**config.mk**
```make
export PLATFORM = sky130hd
export DESIGN_NAME = i2c_master_ctrl_flat
export DESIGN_NICKNAME = d
export VERILOG_FILES = /design/src/rtl/i2c_master_ctrl_if.sv /design/src/rtl/i2c_master_ctrl.sv /design/src/flat_wrapper.sv
export SDC_FILE = /design/constraint.sdc
export NUM_CORES = 1
export LEC_CHECK = 0
export ABC_AREA = 1
export CELL_PAD_IN_SITES_DETAIL_PLACEMENT = 1
export CELL_PAD_IN_SITES_GLOBAL_PLACEMENT = 1
export CORE_UTILIZATION = 31
export DETAILED_ROUTE_END_ITERATION = 7
export PLACE_DENSITY_LB_ADDON = 0.1
export SETUP_SLACK_MARGIN = 0.05
export SLEW_MARGIN = 40
export SYNTH_ARGS = -nofsm -noshare
export SYNTH_HDL_FRONTEND = slang
export SYNTH_SLANG_ARGS = --single-unit
```
**constraint.sdc**
```tcl
create_clock -name clk -period 2.5 [get_ports clk]
set_clock_uncertainty 0.2 [all_clocks]
set_input_delay 0.5 -clock clk [delete_from_list [all_inputs] [get_ports clk]]
set_output_delay 0.5 -clock clk [all_outputs]
set_load 0.01 [all_outputs]
```
**src/rtl/i2c_master_ctrl_if.sv**
```systemverilog
// i2c_master_ctrl_if: request/response and open-drain pin bundle for i2c_master_ctrl
// master modport: controller view (requests and line sense in; strobes, status, pin pulls out)
// slave modport : requester/bus view of the same signals
interface i2c_master_ctrl_if #(
  parameter int LEN_W = 3
);
  logic             start;
  logic             rw;
  logic [6:0]       dev_addr;
  logic [7:0]       mem_addr;
  logic [LEN_W-1:0] len;
  logic [7:0]       wdata;
  logic             wdata_req;
  logic [7:0]       rdata;
  logic             rdata_valid;
  logic             busy;
  logic             done;
  logic             nack_err;
  logic             scl_oe;
  logic             scl_i;
  logic             sda_oe;
  logic             sda_i;
  modport master (
    input  start, rw, dev_addr, mem_addr, len, wdata, scl_i, sda_i,
    output wdata_req, rdata, rdata_valid, busy, done, nack_err, scl_oe, sda_oe
  );
  modport slave (
    output start, rw, dev_addr, mem_addr, len, wdata, scl_i, sda_i,
    input  wdata_req, rdata, rdata_valid, busy, done, nack_err, scl_oe, sda_oe
  );
endinterface

```
**src/rtl/i2c_master_ctrl.sv**
```systemverilog
// i2c_master_ctrl: I2C master running START, device/memory address, burst data and STOP phases
// Ports: clk, reset (async, active-high), bus (i2c_master_ctrl_if.master: request, strobes, status, SCL/SDA pulls)
// Optional: define I2C_CLOCK_STRETCH_EN to hold the P1 phase while the slave keeps SCL low
module i2c_master_ctrl #(
  parameter int CLK_DIV   = 4,
  parameter int MAX_BURST = 4,
  parameter int LEN_W     = $clog2(MAX_BURST + 1)
) (
  input  logic              clk,
  input  logic              reset,
  i2c_master_ctrl_if.master bus
);
  localparam int CW = $clog2(CLK_DIV + 1);
  typedef enum logic [3:0] {IDLE, START, DEV, DACK, MEM, MACK, WDATA, WACK, RDATA, RACK, STOP} state_t;
  state_t           state_q, state_d;
  logic [CW-1:0]    cnt_q, cnt_d;
  logic [1:0]       ph_q, ph_d;
  logic [2:0]       bit_q, bit_d;
  logic [7:0]       sh_q, sh_d, mem_q, mem_d, rdata_q, rdata_d;
  logic [LEN_W-1:0] left_q, left_d;
  logic             rw_q, rw_d, nack_q, nack_d, rv_q, rv_d;
  logic             hold, tick, samp, eob, more, ack_slot, data_bit;
`ifdef I2C_CLOCK_STRETCH_EN
  assign hold = ph_q == 2'd1 && !bus.scl_i;
`else
  logic unused_scl;
  assign unused_scl = bus.scl_i;
  assign hold = 1'b0;
`endif
  assign tick     = cnt_q == CW'(CLK_DIV - 1) && !hold;
  assign samp     = tick && ph_q == 2'd1;
  assign eob      = tick && ph_q == 2'd3;
  // left_q counts bytes not yet transferred; it drops at the end of each data byte
  assign more     = left_q != '0;
  assign ack_slot = state_q == DACK || state_q == MACK || state_q == WACK;
  assign data_bit = state_q == DEV || state_q == MEM || state_q == WDATA || state_q == RDATA;
  always_comb begin
    state_d = state_q;
    cnt_d   = (state_q == IDLE || tick) ? '0 : cnt_q + CW'(!hold);
    ph_d    = state_q == IDLE ? 2'd0 : ph_q + 2'(tick);
    bit_d   = bit_q;
    sh_d    = sh_q;
    mem_d   = mem_q;
    rdata_d = rdata_q;
    left_d  = left_q;
    rw_d    = rw_q;
    nack_d  = nack_q;
    rv_d    = 1'b0;
    if (state_q == IDLE && bus.start) begin
      state_d = START;
      sh_d    = {bus.dev_addr, bus.rw};
      mem_d   = bus.mem_addr;
      left_d  = bus.len;
      rw_d    = bus.rw;
      nack_d  = 1'b0;
      bit_d   = 3'd0;
    end
    if (samp && state_q == RDATA)
      sh_d = {sh_q[6:0], bus.sda_i};
    // a NACK aborts the slot right at the sample point and heads straight for STOP
    if (samp && ack_slot && bus.sda_i) begin
      nack_d  = 1'b1;
      state_d = STOP;
      ph_d    = 2'd0;
    end else if (eob && data_bit) begin
      bit_d = bit_q + 3'd1;
      if (state_q != RDATA)
        sh_d = {sh_q[6:0], 1'b0};
      if (bit_q == 3'd7) begin
        state_d = state_q == DEV ? DACK : state_q == MEM ? MACK : state_q == WDATA ? WACK : RACK;
        left_d  = state_q == WDATA || state_q == RDATA ? left_q - LEN_W'(1) : left_q;
        rdata_d = state_q == RDATA ? sh_q : rdata_q;
        rv_d    = state_q == RDATA;
      end
    end else if (eob) begin
      case (state_q)
        START: state_d = DEV;
        DACK: begin
          state_d = MEM;
          sh_d    = mem_q;
        end
        MACK, WACK, RACK: begin
          state_d = !more ? STOP : rw_q ? RDATA : WDATA;
          sh_d    = more && !rw_q ? bus.wdata : sh_q;
        end
        STOP: state_d = IDLE;
        default: ;
      endcase
    end
  end
  always_ff @(posedge clk or posedge reset) begin
    if (reset) begin
      state_q <= IDLE;
      cnt_q   <= '0;
      ph_q    <= 2'd0;
      bit_q   <= 3'd0;
      sh_q    <= 8'd0;
      mem_q   <= 8'd0;
      rdata_q <= 8'd0;
      left_q  <= '0;
      rw_q    <= 1'b0;
      nack_q  <= 1'b0;
      rv_q    <= 1'b0;
    end else begin
      state_q <= state_d;
      cnt_q   <= cnt_d;
      ph_q    <= ph_d;
      bit_q   <= bit_d;
      sh_q    <= sh_d;
      mem_q   <= mem_d;
      rdata_q <= rdata_d;
      left_q  <= left_d;
      rw_q    <= rw_d;
      nack_q  <= nack_d;
      rv_q    <= rv_d;
    end
  end
  assign bus.busy        = state_q != IDLE;
  assign bus.done        = state_q == STOP && eob;
  assign bus.wdata_req   = eob && (state_q == MACK || state_q == WACK) && more && !rw_q;
  assign bus.rdata       = rdata_q;
  assign bus.rdata_valid = rv_q;
  assign bus.nack_err    = nack_q;
  // START/STOP move SDA only while SCL is released; data bits pull SCL low in P0 and P3
  assign bus.scl_oe = state_q == IDLE ? 1'b0 : state_q == START ? ph_q == 2'd3 :
                      state_q == STOP ? ph_q == 2'd0 : ph_q == 2'd0 || ph_q == 2'd3;
  assign bus.sda_oe = (state_q == DEV || state_q == MEM || state_q == WDATA) ? !sh_q[7] :
                      state_q == START ? ph_q[1] : state_q == STOP ? !ph_q[1] :
                      state_q == RACK && more;
endmodule
```
**src/flat_wrapper.sv**
```systemverilog
// flat-port wrapper written by rule: the top's interface ports become plain ports
module i2c_master_ctrl_flat 
#(
  parameter int CLK_DIV   = 4,
  parameter int MAX_BURST = 4,
  parameter int LEN_W     = $clog2(MAX_BURST + 1)
)
  (clk, reset, bus_start, bus_rw, bus_dev_addr, bus_mem_addr, bus_len, bus_wdata, bus_scl_i, bus_sda_i, bus_wdata_req, bus_rdata, bus_rdata_valid, bus_busy, bus_done, bus_nack_err, bus_scl_oe, bus_sda_oe);
  i2c_master_ctrl_if #(.LEN_W(LEN_W)) bus_i ();
  input  logic clk;
  input  logic reset;
  input wire logic [$bits(bus_i.start)-1:0] bus_start;
  input wire logic [$bits(bus_i.rw)-1:0] bus_rw;
  input wire logic [$bits(bus_i.dev_addr)-1:0] bus_dev_addr;
  input wire logic [$bits(bus_i.mem_addr)-1:0] bus_mem_addr;
  input wire logic [$bits(bus_i.len)-1:0] bus_len;
  input wire logic [$bits(bus_i.wdata)-1:0] bus_wdata;
  input wire logic [$bits(bus_i.scl_i)-1:0] bus_scl_i;
  input wire logic [$bits(bus_i.sda_i)-1:0] bus_sda_i;
  output wire logic [$bits(bus_i.wdata_req)-1:0] bus_wdata_req;
  output wire logic [$bits(bus_i.rdata)-1:0] bus_rdata;
  output wire logic [$bits(bus_i.rdata_valid)-1:0] bus_rdata_valid;
  output wire logic [$bits(bus_i.busy)-1:0] bus_busy;
  output wire logic [$bits(bus_i.done)-1:0] bus_done;
  output wire logic [$bits(bus_i.nack_err)-1:0] bus_nack_err;
  output wire logic [$bits(bus_i.scl_oe)-1:0] bus_scl_oe;
  output wire logic [$bits(bus_i.sda_oe)-1:0] bus_sda_oe;
  assign bus_i.start = bus_start;
  assign bus_i.rw = bus_rw;
  assign bus_i.dev_addr = bus_dev_addr;
  assign bus_i.mem_addr = bus_mem_addr;
  assign bus_i.len = bus_len;
  assign bus_i.wdata = bus_wdata;
  assign bus_i.scl_i = bus_scl_i;
  assign bus_i.sda_i = bus_sda_i;
  assign bus_wdata_req = bus_i.wdata_req;
  assign bus_rdata = bus_i.rdata;
  assign bus_rdata_valid = bus_i.rdata_valid;
  assign bus_busy = bus_i.busy;
  assign bus_done = bus_i.done;
  assign bus_nack_err = bus_i.nack_err;
  assign bus_scl_oe = bus_i.scl_oe;
  assign bus_sda_oe = bus_i.sda_oe;
  i2c_master_ctrl #(.CLK_DIV(CLK_DIV), .MAX_BURST(MAX_BURST), .LEN_W(LEN_W)) u_core (.clk(clk), .reset(reset), .bus(bus_i));
endmodule
```
# == Word-level counts from Yosys, hierarchy flattened ==
# Cells that the tools add are included.
# word_totals
regBits,42
latch_bits,0
mem_bits_rw,0
mem_bits_ro,0
out_inout_bits,15
word_cells,106
n_memories,0
# op_classes
addsub,4
mul,0
n_div,0
order_cmp,0
n_eq_ne,17
n_shift,0
mux,41
bitwise_logic,1
reduce_logical,32
# ops
cell,count
two-way mux 8 bit,7
two-way mux 4 bit,10
two-way mux 3 bit,9
equality test 4 x 3 -> 1 bit (second input constant),4
case mux 4 bit (4 select lines),1
case mux 8 bit (2 select lines),1
logical AND 1 bit,13
equality test 4 bit (second input constant),3
two-way mux 1 bit,11
logical OR 1 bit,9
equality test 4 x 2 -> 1 bit (second input constant),2
adder 3 x 1 -> 3 bit (second input constant),2
!= test 5 bit (second input constant),1
equality test 4 x 1 -> 1 bit (second input constant),1
zero test 4 bit,1
two-way mux 2 bit,2
!= test 4 x 3 -> 1 bit (second input constant),1
!= test 4 bit (second input constant),1
AND reduction 4 bit,1
nonzero test 4 bit,1
equality test 3 x 2 -> 1 bit (second input constant),1
equality test 3 bit (second input constant),1
zero test 1 bit,3
nonzero test 3 bit,1
8 further kinds,8

# == Longest topological paths before layout ==
# Gate-level depths: netlist (run 1).
# logic_depth
ltp_word,8
depth_mapped,13

# == Least setup slack after synthesis (run 1) ==
# OpenSTA, ideal clock, no wires.
# synth_timing
path_type,flip-flop to flip-flop
startpoint,register u_core.cnt_q[0]
endpoint,register u_core.sh_q[1]
setup_ns,0.113
arrival_ns,1.817
t_required_ns,2.187
slack_ns,0.370
stages_incl_launch_ff,12
period_less_slack_ns,2.130
cell_sequence,dfrtp_1 > ha_1 > ha_1 > nand2_1 > clkinv_1 > nand2_1 > nand2_1 > nor2_4 > buf_6 > nand2_1 > nand2_1 > inv_1
# synth_via
elab_chain_len,8
word_cells_on_any_way,14
cone_classes,eq/ne (2); mux (6); reduce/logical (6)
# synth_lines
item,line,text
"start, declared",i2c_master_ctrl.sv:16,"logic [CW-1:0] cnt_q, cnt_d;"
"start signal, assigned",i2c_master_ctrl.sv:106,cnt_q <= cnt_d;
equality test 3 x 2 -> 1 bit *,i2c_master_ctrl.sv:30,assign tick = cnt_q == CW'(CLK_DIV - 1) && !hold;
logical AND 1 bit,i2c_master_ctrl.sv:31,assign samp = tick && ph_q == 2'd1;
logical AND 1 bit,i2c_master_ctrl.sv:58,if (samp && state_q == RDATA)
two-way mux 8 bit,i2c_master_ctrl.sv:58,
case mux 8 bit (2 select lines),i2c_master_ctrl.sv:76,case (state_q)
two-way mux 8 bit,i2c_master_ctrl.sv:75,end else if (eob) begin
two-way mux 8 bit,i2c_master_ctrl.sv:65,end else if (eob && data_bit) begin
two-way mux 8 bit,i2c_master_ctrl.sv:61,if (samp && ack_slot && bus.sda_i) begin
"end signal, assigned",i2c_master_ctrl.sv:97,sh_q <= 8'd0;
"end signal, assigned",i2c_master_ctrl.sv:109,sh_q <= sh_d;
"end, declared",i2c_master_ctrl.sv:19,"logic [7:0] sh_q, sh_d, mem_q, mem_d, rdata_q, rdata_d;"
# Mark *: on every way between the ends. The rest lies on a longest branch, timed or not.
# A chain may end at the register's enable or synchronous reset.

# == Worst setup path in the final report (run 1) ==
# layout_timing
startpoint,register u_core.state_q[2]
endpoint,output bus_busy
# layout_via
elab_chain_len,1
# layout_lines
item,line,text
"start, declared",i2c_master_ctrl.sv:15,"state_t state_q, state_d;"
"start signal, assigned",i2c_master_ctrl.sv:105,state_q <= state_d;
nonzero test 4 bit,i2c_master_ctrl.sv:118,assign bus.busy = state_q != IDLE;
"end, declared",flat_wrapper.sv:23,output wire logic [$bits(bus_i.busy)-1:0] bus_busy;
# No other way between the ends.

==> impl_metrics.yaml, run 1 <==
status:
  status: "finished clean"
placed_design:
  portBuffers: 45
  placed_area_mm2: 0.003400
  globalplace.congestion: 0.8340
  hpwl_mm: 5.845
setup_path:
  cp_num_buf_inv: 2
  r2r_cells: 13
  critPathMaxStageDelay_ns: 0.49
  critPathCaptureType: "output pin"
  r2r-end: "u_core.sh_q[6]"
  startpoint_type: "register"
  crit_type: "register to output pin"
  crit_slowest_cell: "clkdlybuf4s50_1"
  cp.required_ns: 1.80
  critPathMaxFanout: 11
  crit_chain: "nor2_2 -> buf_6 -> nand2_2 -> clkdlybuf4s50_1"
  reg2reg_slack_ns: 0.29
  crit_family: "buffers and inverters"
  crit_arrival_ns: 1.67
  r2r_start: "u_core.cnt_q[0]"
synthesis:
  synthCells: 391
  synth_top_area_frac: 0.3848
  netlist_top_cells_count: "nand2_1, inv_1, dfrtp_1, nand3_1, nor2_1"
  synth_edf_count: 0
  yosysTopAreaCell: "dfrtp_1"
  ys.flop_type: "dfrtp_1"
  synth_most_common_cell: "nand2_1"
  yosys_warnings: 0
  async_reset_ff_frac: 1.000
  synth_area_leaders: "dfrtp_1, nand2_1, inv_1"
  synth_nets: 433
  synth_seq_cells: 42
  synth.distinct_cells: 29
  syn_area_mm2: 0.002731
  avgSynthCellArea_um2: 6.986
  ys_seq_area_frac: 0.3848
die:
  die_w_um: 95.87
  ioPinCount: 47
  design.die.area_mm2: 0.009190
  initial_core_util: 0.3259
  num_rows: 33
  coreArea_mm2: 0.008382
  dieHeight_um: 95.87
sta:
  finalHoldViolCount: 0
  rsz0062_at_grt: "no"
  layout_min_cycle_time_ns: 2.372
  timing.final.crit_share: 0.9487
  max_slew_margin: 0.6172
  fin_tns_setup_ns: 0
  fmax_ghz: 0.4216
  maxSlewViolCount: 0
  finalSetupViolations: 0
  tightestPinTransition_ns: 0.5742
cells_and_area:
  drive_gt1_frac: 0.1354
  synthToLayoutAreaGrowth_pct: 30.37
  antenna_cells: 0
  final_cell_area_mm2: 0.003561
  fin_nets: 500
clock_network:
  htree_levels: 2
  clk_latency_ns: 0.29
  cts_root_buf: "clkbuf_8"
  path_clk_slew_ns: 0.08
  cts_buffers: 5
  cts.sinks: 42
  cts_tree: "built"
  hold_buffers: 0
  cts.path.max_buffers: 2
worst_hold_path:
  worstHoldStart: "u_core.cnt_q[0]"
  holdPathStages: 1
  hold_class: "register to register"
  hold_path_end: "u_core.cnt_q[0]"
drt:
  drc_errors: 0
  totalWireLength_mm: 7.758
  dr.pass1.iters: 4
  drtAntennaViolNets: 0
  vias: 2677
  wl_per_cell_um: 13.78
  vias_per_cell: 4.755
  dr.first_iter.drc_count: 80
power_and_ir_drop:
  p_leak_nw: 1.858
  powerDensity_mw_per_mm2: 330.1
  finalPower_mw: 1.176
  peakVddDrop_v: 0.0002957
flow_run:
  maxCapViolCount: 0
global_routing:
  grt_pass1_wl_mm: 13.19
  grt_remaining_overflow: 0
  antenna_found_initial: 0
  grt_pass1_vias: 2763
  grt_max_degree: 43
  grt_use_total: 0.1866
==> layer usage <==
| metal | up-vias | part of all wire | global-route usage |
|---|---|---|---|
| met3 | 5 | 0.031 | 0.03081 |
| met4 | 0 | 0.0066 | 0.03483 |
| met5 | - | 0 | 0 |
| met2 | 44 | 0.45 | 0.3167 |
| met1 | 1256 | 0.51 | 0.2510 |
| li1 | 1372 | - | - |
==> worst max-delay path by stage <==
stage	start	depth (start not counted)	slack, ns	end
6_report	u_core.state_q[2]	4	0.13	bus_busy
5_1_grt	u_core.state_q[2]	4	0.06	bus_busy
4_1_cts	u_core.left_q[1]	7	0.03	bus_wdata_req
3_5_place_dp	u_core.left_q[0]	7	0.04	bus_wdata_req
3_3_place_gp	u_core.left_q[0]	7	0.08	bus_wdata_req
2_1_floorplan	u_core.cnt_q[0]	11	0.37	u_core.sh_q[1]
==> final cells by class <==
type,count,area (um2)
Clock buffer,7,76.32
Inverter,62,232.7
Multi-Input combinational cell,273,1396
Fill cell,1075,4821
Sequential cell,42,1052
Timing Repair Buffer,74,671.9
Tap cell,105,131.4
==> cells in the final DEF (no fill, tap or decap), types with 3 or more instances in the layout <==
master	count
nand2_1	99
inv_1	58
nand3_1	42
clkdlybuf4s50_1	41
dfrtp_1	41
nor2_1	40
buf_4	27
o21ai_0	24
a21oi_1	17
nand4_1	8
ha_1	7
nand2_2	6
clkbuf_8	5
nor3_1	4
nor2_2	3
inv_2	3
nor2_4	3
o211ai_1	3
==> worst reg2reg max path, stage by stage, from the launching register on <==
cell and delay [ns]:
dfrtp_1 0.39, ha_1 0.20, ha_2 0.19, nand2_1 0.13
buf_4 0.14, clkinv_1 0.07, buf_4 0.17, nand3_4 0.09
nor2_4 0.05, buf_12 0.14, nor2_1 0.14, nand3_1 0.09
nand2_1 0.07, inv_1 0.04
==> stage by stage <==
stage / std cells / hold WS [ns] / worst slack (ns) / util
global placement: 550 / 0.2213 / 0.08469 / 0.4056
global route: 563 / 0.2569 / 0.05577 / 0.4248
finish: 563 / 0.2330 / 0.1282 / 0.4248
detailed placement: 550 / 0.2327 / 0.04260 / 0.4056
CTS: 560 / 0.2439 / 0.03489 / 0.4196
floorplan: 391 / 0.2075 / 0.3702 / -
==> state kept, by name, summed over array words and instances, names as in the netlist <==
register                count
u_core.bus.rdata            8
u_core.mem_q                8
u_core.sh_q                 8
u_core.state_q              4
u_core.bit_q                3
u_core.cnt_q                3
u_core.left_q               3
u_core.ph_q                 2
u_core.bus.nack_err         1
u_core.bus.rdata_valid      1
u_core.rw_q                 1
==> logic make-up (layout without fill, tap and decap cells) <==
kind of cell / Yosys count / count (layout) / synth area share
AO/OA/AOI/OAI: 50 / 50 / 0.09757
XOR/XNOR: 1 / 1 / 0.003207
adder cells (fa/ha/maj): 10 / 10 / 0.04581
buffers and inverters: 76 / 143 / 0.1168
flip-flops: 42 / 42 / 0.3848
AND/OR/NAND/NOR: 212 / 212 / 0.3518
==> report_power, final <==
part	switching (mW)	internal (mW)	total, mW
Sequential	0.000877	0.679	0.680
Combinational	0.0267	0.0445	0.0712
Clock	0.231	0.193	0.424
Total	0.259	0.917	1.18
==> timing repair <==
item / CTS / global route
gates resized for setup: 11 / 11
setup buffers: 3 / 3
endpoints found under the setup margin: 5 / 16
pin swaps: 0 / 2
No activity file was read; power rests on OpenSTA's default activity.
==> run 2: changes to the inputs <==
--- a/config.mk
+++ b/config.mk
@@ -8,8 +8,9 @@
 export ABC_AREA = 1
 export CELL_PAD_IN_SITES_DETAIL_PLACEMENT = 1
 export CELL_PAD_IN_SITES_GLOBAL_PLACEMENT = 1
-export CORE_UTILIZATION = 31
+export CORE_UTILIZATION = 38
 export DETAILED_ROUTE_END_ITERATION = 7
+export MAX_ROUTING_LAYER = met4
 export PLACE_DENSITY_LB_ADDON = 0.1
 export SETUP_SLACK_MARGIN = 0.05
 export SLEW_MARGIN = 40
==> impl_metrics.yaml, run 2 (synthesized netlist as in run 1, its figures left out) <==
die:
  dieHeight_um: 86.78
  die_w_um: 86.78
  initial_core_util: 0.3976
  design.die.area_mm2: 0.007531
  coreArea_mm2: 0.006869
  num_rows: 30
  ioPinCount: 47
drt:
  dr.first_iter.drc_count: 84
  drc_errors: 0
  totalWireLength_mm: 7.996
  vias_per_cell: 4.950
  wl_per_cell_um: 14.38
  vias: 2752
  dr.pass1.iters: 4
  drtAntennaViolNets: 0
power_and_ir_drop:
  powerDensity_mw_per_mm2: 352.5
  peakVddDrop_v: 0.0001779
  p_leak_nw: 1.877
clock_network:
  clk_latency_ns: 0.30
  path_clk_slew_ns: 0.08
  cts_root_buf: "clkbuf_8"
  hold_buffers: 0
  htree_levels: 2
  cts_tree: "built"
  cts_buffers: 5
  cts.path.max_buffers: 2
  cts.sinks: 42
placed_design:
  placed_area_mm2: 0.003366
  dp_cells: 538
  hpwl_mm: 5.890
  globalplace.congestion: 0.8791
  portBuffers: 45
setup_path:
  critPathCaptureType: "output pin"
  crit_type: "register to output pin"
  critPathMaxFanout: 4
  cp.required_ns: 1.80
  reg2reg_slack_ns: 0.18
  crit_arrival_ns: 1.68
  startpoint_type: "register"
  r2r_cells: 13
  r2r-end: "u_core.sh_q[5]"
  r2r_start: "u_core.cnt_q[0]"
global_routing:
  grt_pass1_vias: 2911
  antenna_found_initial: 0
  grt_max_degree: 43
  grt_use_total: 0.2401
  grt_pass1_wl_mm: 13.52
  grt_remaining_overflow: 0
cells_and_area:
  fin_nets: 501
  antenna_cells: 0
  final_cell_mix: "nand2_1, inv_1, nand3_1, clkdlybuf4s50_1, nor2_1"
  layout_commonest_cell: "nand2_1"
  synthToLayoutAreaGrowth_pct: 31.93
  final_cell_area_mm2: 0.003603
  fin_util: 0.5246
  final_cells: 556
  drive_gt1_frac: 0.1457
worst_hold_path:
  holdPathStages: 1
  worstHoldStart: "u_core.cnt_q[0]"
  hold_path_end: "u_core.cnt_q[0]"
  hold_class: "register to register"
sta:
  maxSlewViolCount: 0
  timing.final.crit_share: 0.9508
  tightestPinTransition_ns: 0.5587
  layout_min_cycle_time_ns: 2.377
  max_slew_margin: 0.6276
  finalSetupViolations: 0
  fmax_ghz: 0.4207
  fin_tns_setup_ns: 0
  finalHoldViolCount: 0
  rsz0062_at_grt: "yes"
flow_run:
  maxCapViolCount: 0
status:
  status: "finished clean"
-- run 2: critical path, stage by stage, from the launching register on --
cell and delay, ns:
dfrtp_1 0.43, buf_4 0.18, nor2_1 0.12, o21ai_0 0.18, o21ai_1 0.21, clkdlybuf4s15_1 0.26
-- run 2: how the worst max path moves through the flow --
stage	endpoint	startpoint
6_report	bus_sda_oe	u_core.state_q[0]
5_1_grt	bus_scl_oe	u_core.state_q[3]
4_1_cts	bus_wdata_req	u_core.left_q[1]
3_5_place_dp	bus_wdata_req	u_core.left_q[0]
3_3_place_gp	bus_wdata_req	u_core.left_q[0]
2_1_floorplan	u_core.sh_q[1]	u_core.cnt_q[0]
-- run 2: layout make-up --
type                    instances  area [um2]
inverters                      62       235.2
clock buffers                   8       110.1
multi-input cells             273        1399
well taps                      96       120.1
repair buffers                 75       683.2
fillers                       901        3266
flip-flops and latches         42        1056
-- run 2: metrics by stage --
step / worst slack, ns / hold slack [ns] / power [mW]
floorplan: 0.3702 / 0.2075 / 0.7095
global placement: 0.04986 / 0.2196 / 0.7658
detailed placement: 0.007965 / 0.2285 / 0.7667
CTS: 0.02536 / 0.2404 / 1.293
global route: 0.04140 / 0.2646 / 1.326
finish: 0.1230 / 0.2336 / 1.270
-- run 2: layer usage --
metal	share of wire	global-route usage	vias to the layer above
met4	0.0093	0.06515	0
met1	0.46	0.2973	1315
met5	0	-	-
met2	0.50	0.4137	57
met3	0.029	0.02762	8
li1	-	-	1372
-- run 2: where the power goes --
| group | switching, mW | leakage, nW | internal, mW |
|---|---|---|---|
| Clock | 0.240 | 0.0575 | 0.279 |
| Combinational | 0.0263 | 1.34 | 0.0445 |
| Sequential | 0.000752 | 0.475 | 0.679 |
| Total | 0.267 | 1.88 | 1.00 |
-- run 2: repair_timing --
action,4_1_cts,5_1_grt
gates resized for setup,17,8
setup endpoints to repair,5,20
cloned,0,0
endpoints found under the hold margin,0,0
setup buffers,7,3
pin swaps,0,2
